==> src/rtl/iwr_param_pkg.sv <==
// Shared types and field layout for the layer-parameter responder.
// Default field widths follow the reference network limits (128 oc, 45 ic, 5x5 kernel).
package iwr_param_pkg;

   typedef enum logic [1:0] {
      CFG   = 2'd0,
      ARMED = 2'd1,
      FETCH = 2'd2,
      RESP  = 2'd3
   } state_t;

   localparam int OC_W        = $clog2(128);
   localparam int IC_W        = $clog2(45);
   localparam int K_W         = $clog2(5);
   localparam int OCK_W       = $clog2(128 * 5);
   localparam int PARAM_WIDTH = OC_W + IC_W + K_W + OCK_W;

   // Packed word layout, LSB first: oc*k product, kernel, in-channels, out-channels.
   localparam int OCK_LSB = 0;
   localparam int K_LSB   = OCK_LSB + OCK_W;
   localparam int IC_LSB  = K_LSB + K_W;
   localparam int OC_LSB  = IC_LSB + IC_W;

   function automatic logic [PARAM_WIDTH-1:0] pack_params(
      input logic [OC_W-1:0]  oc,
      input logic [IC_W-1:0]  ic,
      input logic [K_W-1:0]   k,
      input logic [OCK_W-1:0] ock
   );
      logic [PARAM_WIDTH-1:0] w;
      w = '0;
      w[OC_LSB  +: OC_W]  = oc;
      w[IC_LSB  +: IC_W]  = ic;
      w[K_LSB   +: K_W]   = k;
      w[OCK_LSB +: OCK_W] = ock;
      return w;
   endfunction

endpackage

==> src/rtl/param_regfile.sv <==
// Per-layer parameter storage: one write port, one registered read port.
// Storage is deliberately not reset; contents are only meaningful after a config load.
module param_regfile #(
   parameter int DEPTH = 4,
   parameter int WIDTH = 26,
   parameter int AW    = 2
)(
   input  logic             clk,
   input  logic             we,
   input  logic [AW-1:0]    waddr,
   input  logic [WIDTH-1:0] wdata,
   input  logic             re,
   input  logic [AW-1:0]    raddr,
   output logic [WIDTH-1:0] rdata
);

   logic [WIDTH-1:0] mem [DEPTH];

   always_ff @(posedge clk) begin
      if (we) begin
         mem[waddr] <= wdata;
      end
   end

   always_ff @(posedge clk) begin
      if (re) begin
         rdata <= mem[raddr];
      end
   end

endmodule

==> src/rtl/iwr_param_responder.sv <==
// Responder for the IBRAM write controller's layer-parameter channel: one index request in,
// one packed parameter word out, with out-of-range and last-layer qualifiers.
module iwr_param_responder #(
   parameter int MAX_OUT_CHANNEL = 128,
   parameter int MAX_IN_CHANNEL  = 45,
   parameter int MAX_KERNEL_SIZE = 5,
   parameter int MAX_NUM_LAYERS  = 4,
   parameter int PARAM_WIDTH     = $clog2(MAX_OUT_CHANNEL) + $clog2(MAX_IN_CHANNEL)
                                 + $clog2(MAX_KERNEL_SIZE)
                                 + $clog2(MAX_OUT_CHANNEL * MAX_KERNEL_SIZE),
   parameter int LAYER_W         = (MAX_NUM_LAYERS > 1) ? $clog2(MAX_NUM_LAYERS) : 1
)(
   input  logic                   clk,
   input  logic                   rst,
   input  logic                   cfg_wr_en,
   input  logic [LAYER_W-1:0]     cfg_wr_addr,
   input  logic [PARAM_WIDTH-1:0] cfg_wr_data,
   input  logic [LAYER_W:0]       cfg_num_layers,
   input  logic                   cfg_commit,
   input  logic                   cfg_clear,
   output logic                   cfg_loaded,
   input  logic [PARAM_WIDTH-1:0] param_addr_iwr2,
   input  logic                   param_addr_valid_iwr2,
   output logic                   param_addr_ready_iwr2,
   output logic [PARAM_WIDTH-1:0] param_data_iwr2,
   output logic                   param_data_valid_iwr2,
   input  logic                   param_data_ready_iwr2,
   output logic                   param_err,
   output logic                   param_last
);
   import iwr_param_pkg::*;

   localparam logic [LAYER_W:0] MAX_NL = (LAYER_W+1)'(MAX_NUM_LAYERS);

   state_t                 state_q;
   state_t                 state_nxt;
   logic [LAYER_W:0]       num_layers_q;
   logic                   addr_rdy_q;
   logic                   loaded_q;
   logic                   addr_hs;
   logic                   resp_hs;
   logic                   commit_ok;
   logic                   tbl_we;
   logic                   tbl_re;
   logic [PARAM_WIDTH-1:0] nl_ext;
   logic [PARAM_WIDTH-1:0] idx_p0;
   logic [PARAM_WIDTH-1:0] rd_data_p1;
   logic                   vld_p1;
   logic                   err_p1;
   logic                   last_p1;

   always_comb begin
      state_nxt = state_q;
      addr_hs   = 1'b0;
      resp_hs   = 1'b0;
      commit_ok = 1'b0;
      tbl_we    = 1'b0;
      tbl_re    = 1'b0;
      unique case (state_q)
         CFG: begin
            tbl_we    = cfg_wr_en;
            commit_ok = cfg_commit && (cfg_num_layers != '0) && (cfg_num_layers <= MAX_NL);
            if (commit_ok) begin
               state_nxt = ARMED;
            end
         end
         ARMED: begin
            addr_hs = param_addr_valid_iwr2;
            if (addr_hs) begin
               state_nxt = FETCH;
            end
         end
         FETCH: begin
            tbl_re    = 1'b1;
            state_nxt = RESP;
         end
         RESP: begin
            resp_hs = param_data_ready_iwr2;
            if (resp_hs) begin
               state_nxt = ARMED;
            end
         end
         default: state_nxt = CFG;
      endcase
      // Clear aborts everything, including a write or commit landing in the same cycle.
      if (cfg_clear) begin
         state_nxt = CFG;
         addr_hs   = 1'b0;
         resp_hs   = 1'b0;
         commit_ok = 1'b0;
         tbl_we    = 1'b0;
      end
   end

   always_ff @(posedge clk) begin
      if (rst) begin
         state_q <= CFG;
      end else begin
         state_q <= state_nxt;
      end
   end

   // Stage p0: index captured on the address handshake
   always_ff @(posedge clk) begin
      if (addr_hs) begin
         idx_p0 <= param_addr_iwr2;
      end
   end

   param_regfile #(
      .DEPTH (MAX_NUM_LAYERS),
      .WIDTH (PARAM_WIDTH),
      .AW    (LAYER_W)
   ) u_regfile (
      .clk   (clk),
      .we    (tbl_we && !rst),
      .waddr (cfg_wr_addr),
      .wdata (cfg_wr_data),
      .re    (tbl_re),
      .raddr (idx_p0[LAYER_W-1:0]),
      .rdata (rd_data_p1)
   );

   assign nl_ext = PARAM_WIDTH'(num_layers_q);

   // Stage p1: table word plus qualifiers, held for the whole response phase
   always_ff @(posedge clk) begin
      if (rst) begin
         num_layers_q <= '0;
         addr_rdy_q   <= 1'b0;
         loaded_q     <= 1'b0;
         vld_p1       <= 1'b0;
         err_p1       <= 1'b0;
         last_p1      <= 1'b0;
      end else begin
         addr_rdy_q <= (state_nxt == ARMED);
         loaded_q   <= (state_nxt != CFG);
         vld_p1     <= (state_nxt == RESP);
         if (commit_ok) begin
            num_layers_q <= cfg_num_layers;
         end
         if (state_q == FETCH) begin
            err_p1  <= (idx_p0 >= nl_ext);
            last_p1 <= (idx_p0 == (nl_ext - PARAM_WIDTH'(1)));
         end
      end
   end

   // Low index bits of an out-of-range request may alias a real entry, so data is masked on err.
   assign param_data_iwr2       = (vld_p1 && !err_p1) ? rd_data_p1 : '0;
   assign param_data_valid_iwr2 = vld_p1;
   assign param_err             = vld_p1 && err_p1;
   assign param_last            = vld_p1 && last_p1;
   assign param_addr_ready_iwr2 = addr_rdy_q;
   assign cfg_loaded            = loaded_q;

endmodule
==> config.mk <==
export PLATFORM = sky130hd
export DESIGN_NAME = iwr_param_responder
export DESIGN_NICKNAME = d
export VERILOG_FILES = /design/src/rtl/iwr_param_pkg.sv /design/src/rtl/param_regfile.sv /design/src/rtl/iwr_param_responder.sv
export SDC_FILE = /design/constraint.sdc
export NUM_CORES = 1
export LEC_CHECK = 0
export ABC_AREA = 1
export ABC_CLOCK_PERIOD_IN_PS = 5400
export CAP_MARGIN = 15
export CORE_UTILIZATION = 32
export DETAILED_ROUTE_END_ITERATION = 12
export DONT_BUFFER_PORTS = 1
export PLACE_DENSITY_LB_ADDON = 0.3
export SYNTH_ARGS = -nofsm -noshare
export SYNTH_HDL_FRONTEND = slang
export SYNTH_HIERARCHICAL = 1
export SYNTH_SLANG_ARGS = --single-unit
==> constraint.sdc <==
create_clock -name clk -period 5.4 [get_ports clk]
set_input_delay 1.62 -clock clk [delete_from_list [all_inputs] [get_ports clk]]
set_output_delay 1.62 -clock clk [all_outputs]
set_load 0.005 [all_outputs]
# After elaboration in Yosys (flattened, before gate mapping)
# Memories as Yosys holds them, arrays and structs flattened. A register that Yosys moved wholly into a read port is not among the register bits.
# Cells that the tools add are included.
# Widths: inputs -> output; s select.
# word_totals
mem_bits_rw	104
mem_count	1
reg_bits	36
word_cells	44
output_inout_bits	31
inputBits	64
# mem_list
memory	words	width	rd	rd_ports_with_merged_regs	wr	line_no	source
u_regfile.mem	4	26	1	1	1	param_regfile.sv:17	logic [WIDTH-1:0] mem [DEPTH];
# classes
magnitude_cmp	2
n_addsub	1
muxes	15
reduce_logical	11
eq_ne	6
# ops
cell	n
$eq 26x26->1	1
$ge 26x3->1	1
$mux 26	1
$mux 1	9
$mux 2	4
$pmux 2 s4	1
$eq 2x2->1 const B	3
$logic_and 1x1->1	6
$eq 2x1->1 const B	2
$sub 3x1->4 const B	1
$le 3x3->1 const B	1
$reduce_bool 3->1	1
$logic_not 1->1	2
$logic_not 2->1	1
$reduce_bool 2->1	1

# Logic depth before layout (Yosys ltp)
# depth
depth_word	7
depth_mapped	11
mapped_depth_nobuf	11

# Cells and area by module
# The synthesis kept the hierarchy.
# by_module_without_submodules
module	instances	cells_per_inst	area_each_um2
param_regfile	1	441	5227.5
iwr_param_responder	1	221	1786.7

# Least setup slack after synthesis
# Ideal clock, no wire load.
# synth_path
kind	input port to flip-flop
start	in rst
end	mem u_regfile.mem[0][0], enable pin
arrival_ps	3706
required_ps	4958
setup_time_ps	442
path_slack_ps	1252
path_stages	5
cell_sequence	inv_1 > nand3_1 > nor2_1 > inv_1 > nor3_1
# synth_via
elab_chain_cells	4
# synth_rtl
element	line_no	source
start, declared	iwr_param_responder.sv:14	input logic rst,
$logic_not 1->1	iwr_param_responder.sv:116	.we (tbl_we && !rst),
$logic_and 1x1->1	iwr_param_responder.sv:116	
$mux 1	param_regfile.sv:20	if (we) begin
$mux 1 (implied by the code)	param_regfile.sv:21	mem[waddr] <= wdata;
end, declared	param_regfile.sv:17	
# Every way passes these cells.

# Worst setup path after layout
# layout_path
start	reg vld_p1 (netlist: param_data_valid_iwr2)
end	out param_data_iwr2[14]
# layout_via
elab_chain_cells	2
# layout_rtl
element	line_no	source
start, declared	iwr_param_responder.sv:48	logic vld_p1;
start signal, assigned	iwr_param_responder.sv:138	vld_p1 <= (state_nxt == RESP);
$logic_and 1x1->1	iwr_param_responder.sv:150	assign param_data_iwr2 = (vld_p1 && !err_p1) ? rd_data_p1 : '0;
$mux 26	iwr_param_responder.sv:150	
end, declared	iwr_param_responder.sv:25	output logic [PARAM_WIDTH-1:0] param_data_iwr2,
# Every way passes these cells.

==> metrics <==
CP Cell Sequence=nand2_1 > buf_4 > nor2_1; worst-case clock buffer depth=2; vias in the first global route=3880; Tot GR Track Use=12.78%; final net count=739; Power Internal=2.043 mW; crit path DAT=1.67 ns; Comb power frac=1.8%; drt total wl=13390 um; clock-pin slew on the worst setup and hold paths=0.06 ns; CP max stage delay=0.41 ns; dpl hpwl=8307 um; CP Launch Type=flip-flop; Seq cells post-synth=166; clock buffer count from CTS=17; fin crit share=60.86%; n_diodes=0; Post-CTS Hold Buffers=0; postcts setup bufs=0; Clock Skew=0.009860 ns; fmax=0.3043 GHz; share of post-route cells with drive strength above 1=7.906%; Power Density=332.9 nW/um^2; # setup viols final=0; setup total negative slack=0 ns; vias per cell=4.247; pre-CTS setup slack=2.434 ns; Syn Inst Count=662; Mapped Avg Cell Area=10.60 sq um; syn_nets=730; gr ovfl total=0; area leader, netlist=edfxtp_1; core area=21290 sq um; slew of the pin with the lowest slew margin=0.9825 ns; Synth area leaders=edfxtp_1 (67%), nand2_1 (9.2%), inv_1 (8.3%); Die H=150.1 um; routability cong.=0.7417; Inst Count DP=927; final instance area=7851 sq um; max cap viols=0; P_sw=570.5 uW; delay-heaviest family, CP=simple AND/OR/NAND/NOR gates; RSZ-0062 raised after global routing=false; worst setup margin=2.114 ns; Syn. warnings=6; Buf/Inv on CP=1; initial antenna violation count=0; DRC=0; Synth top area share=66.79%; Clk network pwr share=43.6%; die area=22520 sq um; cell area after synthesis=7014 sq um; Area after DPL=7289 sq um; Clock Latency Late Sink=0.42 ns; status=finished, final reports clean; synth unique cells=25; worst hold path type=flip-flop to flip-flop; final hold viol count=0; Chip Width=150.1 um; Non-Filler Instances=958; CP Capture Type=output port; CTS sink count=166; CTS tree=yes; first-pass detailed-route iteration total=5; initial core utilization=32.95%; Root Driver=clkbuf_16; first-pass GRT wire length=20830 um; post-synthesis sequential area ratio=69.64%; Max rail drop VDD=156.1 uV; Slew headroom=34.35%; Worst Path Max Fanout=18; Row Count=53; crit path kind=flip-flop to output port; Crit path required time=3.78 ns; Routed Antenna Nets=0; DR WL/cell=13.98 um; I/O pin cnt=95; Buffers on Ports=0; pin count of the biggest net entering global routing=55; detailed router's first-iteration violation count=283; Sw Share=21.83%; Post-CTS Resized=0; P&R area growth vs syn=11.93%; P_leak=3.390 nW; vias post-DR=4069; H-tree depth=4; critical path's slowest cell=dfxtp_1; max-slew violations=0; min Tclk post-route=3.286 ns; Seq pwr share=54.5%
## Yosys cell counts
cell / n
nand2_1: 171
edfxtp_1: 156
inv_1: 155
nand3_1: 58
nor2_1: 55
dfxtp_1: 10
buf_4: 7
buf_6: 7
nor3_1: 7
o21ai_0: 5
buf_2: 4
ha_1: 4
inv_2: 4
nand4_1: 4
or2_1: 3
a21oi_1: 2
inv_4: 2
a21boi_0: 1
a21oi_2: 1
and2_1: 1
nand3_2: 1
nand3b_1: 1
nor2_4: 1
nor3_2: 1
o21ai_1: 1
## metal layers
| layer | part of all wire, % | track usage [%] |
|---|---|---|
| met5 | 0 | 0 |
| met4 | 1.3 | 4.545 |
| met3 | 6.8 | 4.604 |
| met2 | 46 | 20.12 |
| met1 | 46 | 16.11 |
## logic make-up (layout without fill, tap and decap cells)
logic type	after synthesis	count (layout)	share of synthesized area, %
and+or+nand+nor	303	303	18.00
buffers and inverters	179	200	10.85
DFF	166	166	69.64
AOI/OAI and AO/OA	10	10	0.8027
adders and majority gates	4	4	0.7135
## power groups by stage
stage                     combinational [mW]  sequential [mW]  clock (mW)
after global routing                  0.0571             1.43        1.22
after global placement                0.0480             1.45           0
after CTS                             0.0491             1.43        1.17
final                                 0.0480             1.43        1.14
after floorplan                       0.0377             1.45           0
after detailed placement              0.0488             1.45           0
## state kept, by name, indices dropped and copies added (netlist names)
register and count:
param_addr_ready_iwr2 1, num_layers_q 3, last_p1 1, u_regfile/rdata 26
idx_p0 26, u_regfile/mem 104, param_data_valid_iwr2 1, err_p1 1
state_q 2, cfg_loaded 1
## area by class of cell
type                       instances  area (sq um)
tap                              275         344.1
multi-input combinational        317          1391
sequential                       166          4885
timing repair buffer               8         60.06
fill                            2051         13440
clock buffer                      17         425.4
clock inverter                    14         136.4
inverter                         161         609.3
## per-stage QoR
stage          utilization [%]  hold WS (ns)  total power, mW
4_1_cts                  36.88        0.4963            2.644
3_5_place_dp             34.24        0.4875            1.502
5_1_grt                  36.88        0.5222            2.700
6_report                 36.88        0.4921            2.614
3_3_place_gp             34.24        0.4831            1.501
2_1_floorplan                -        0.4508            1.491
## final timing paths
check	cells after the start	to	slack (ns)	startpoint
max	3	param_data_iwr2[14]	2.11	param_data_valid_iwr2
min	2	num_layers_q[2]	0.49	num_layers_q[2]
max reg2reg	10	last_p1	3.51	idx_p0[0]
min reg2reg	2	num_layers_q[2]	0.49	num_layers_q[2]
## layout by cell type, fill, tap and decap left out, types with 3 or more instances in the layout
cell       netlist  routed
nand2_1        171     171
edfxtp_1       156     156
inv_1          155     155
nand3_1         58      58
nor2_1          55      54
clkbuf_16        0      17
dfxtp_1         10      10
buf_4            7       8
o21ai_0          5       5
nor3_2           1       5
inv_6            0       5
inv_2            4       4
nand4_1          4       4
ha_1             4       4
or2_1            3       3
nor3_1           7       3
inv_8            0       3
## worst register-to-register path: stages (launching register included)
cell	delay, ns
edfxtp_1	0.32
buf_4	0.49
inv_1	0.11
ha_1	0.28
inv_1	0.07
nand2_1	0.05
nor2_1	0.13
nand2_1	0.06
nor2_1	0.09
nand3_1	0.11
a21oi_2	0.12
No activity file was read; power rests on OpenSTA's default activity.
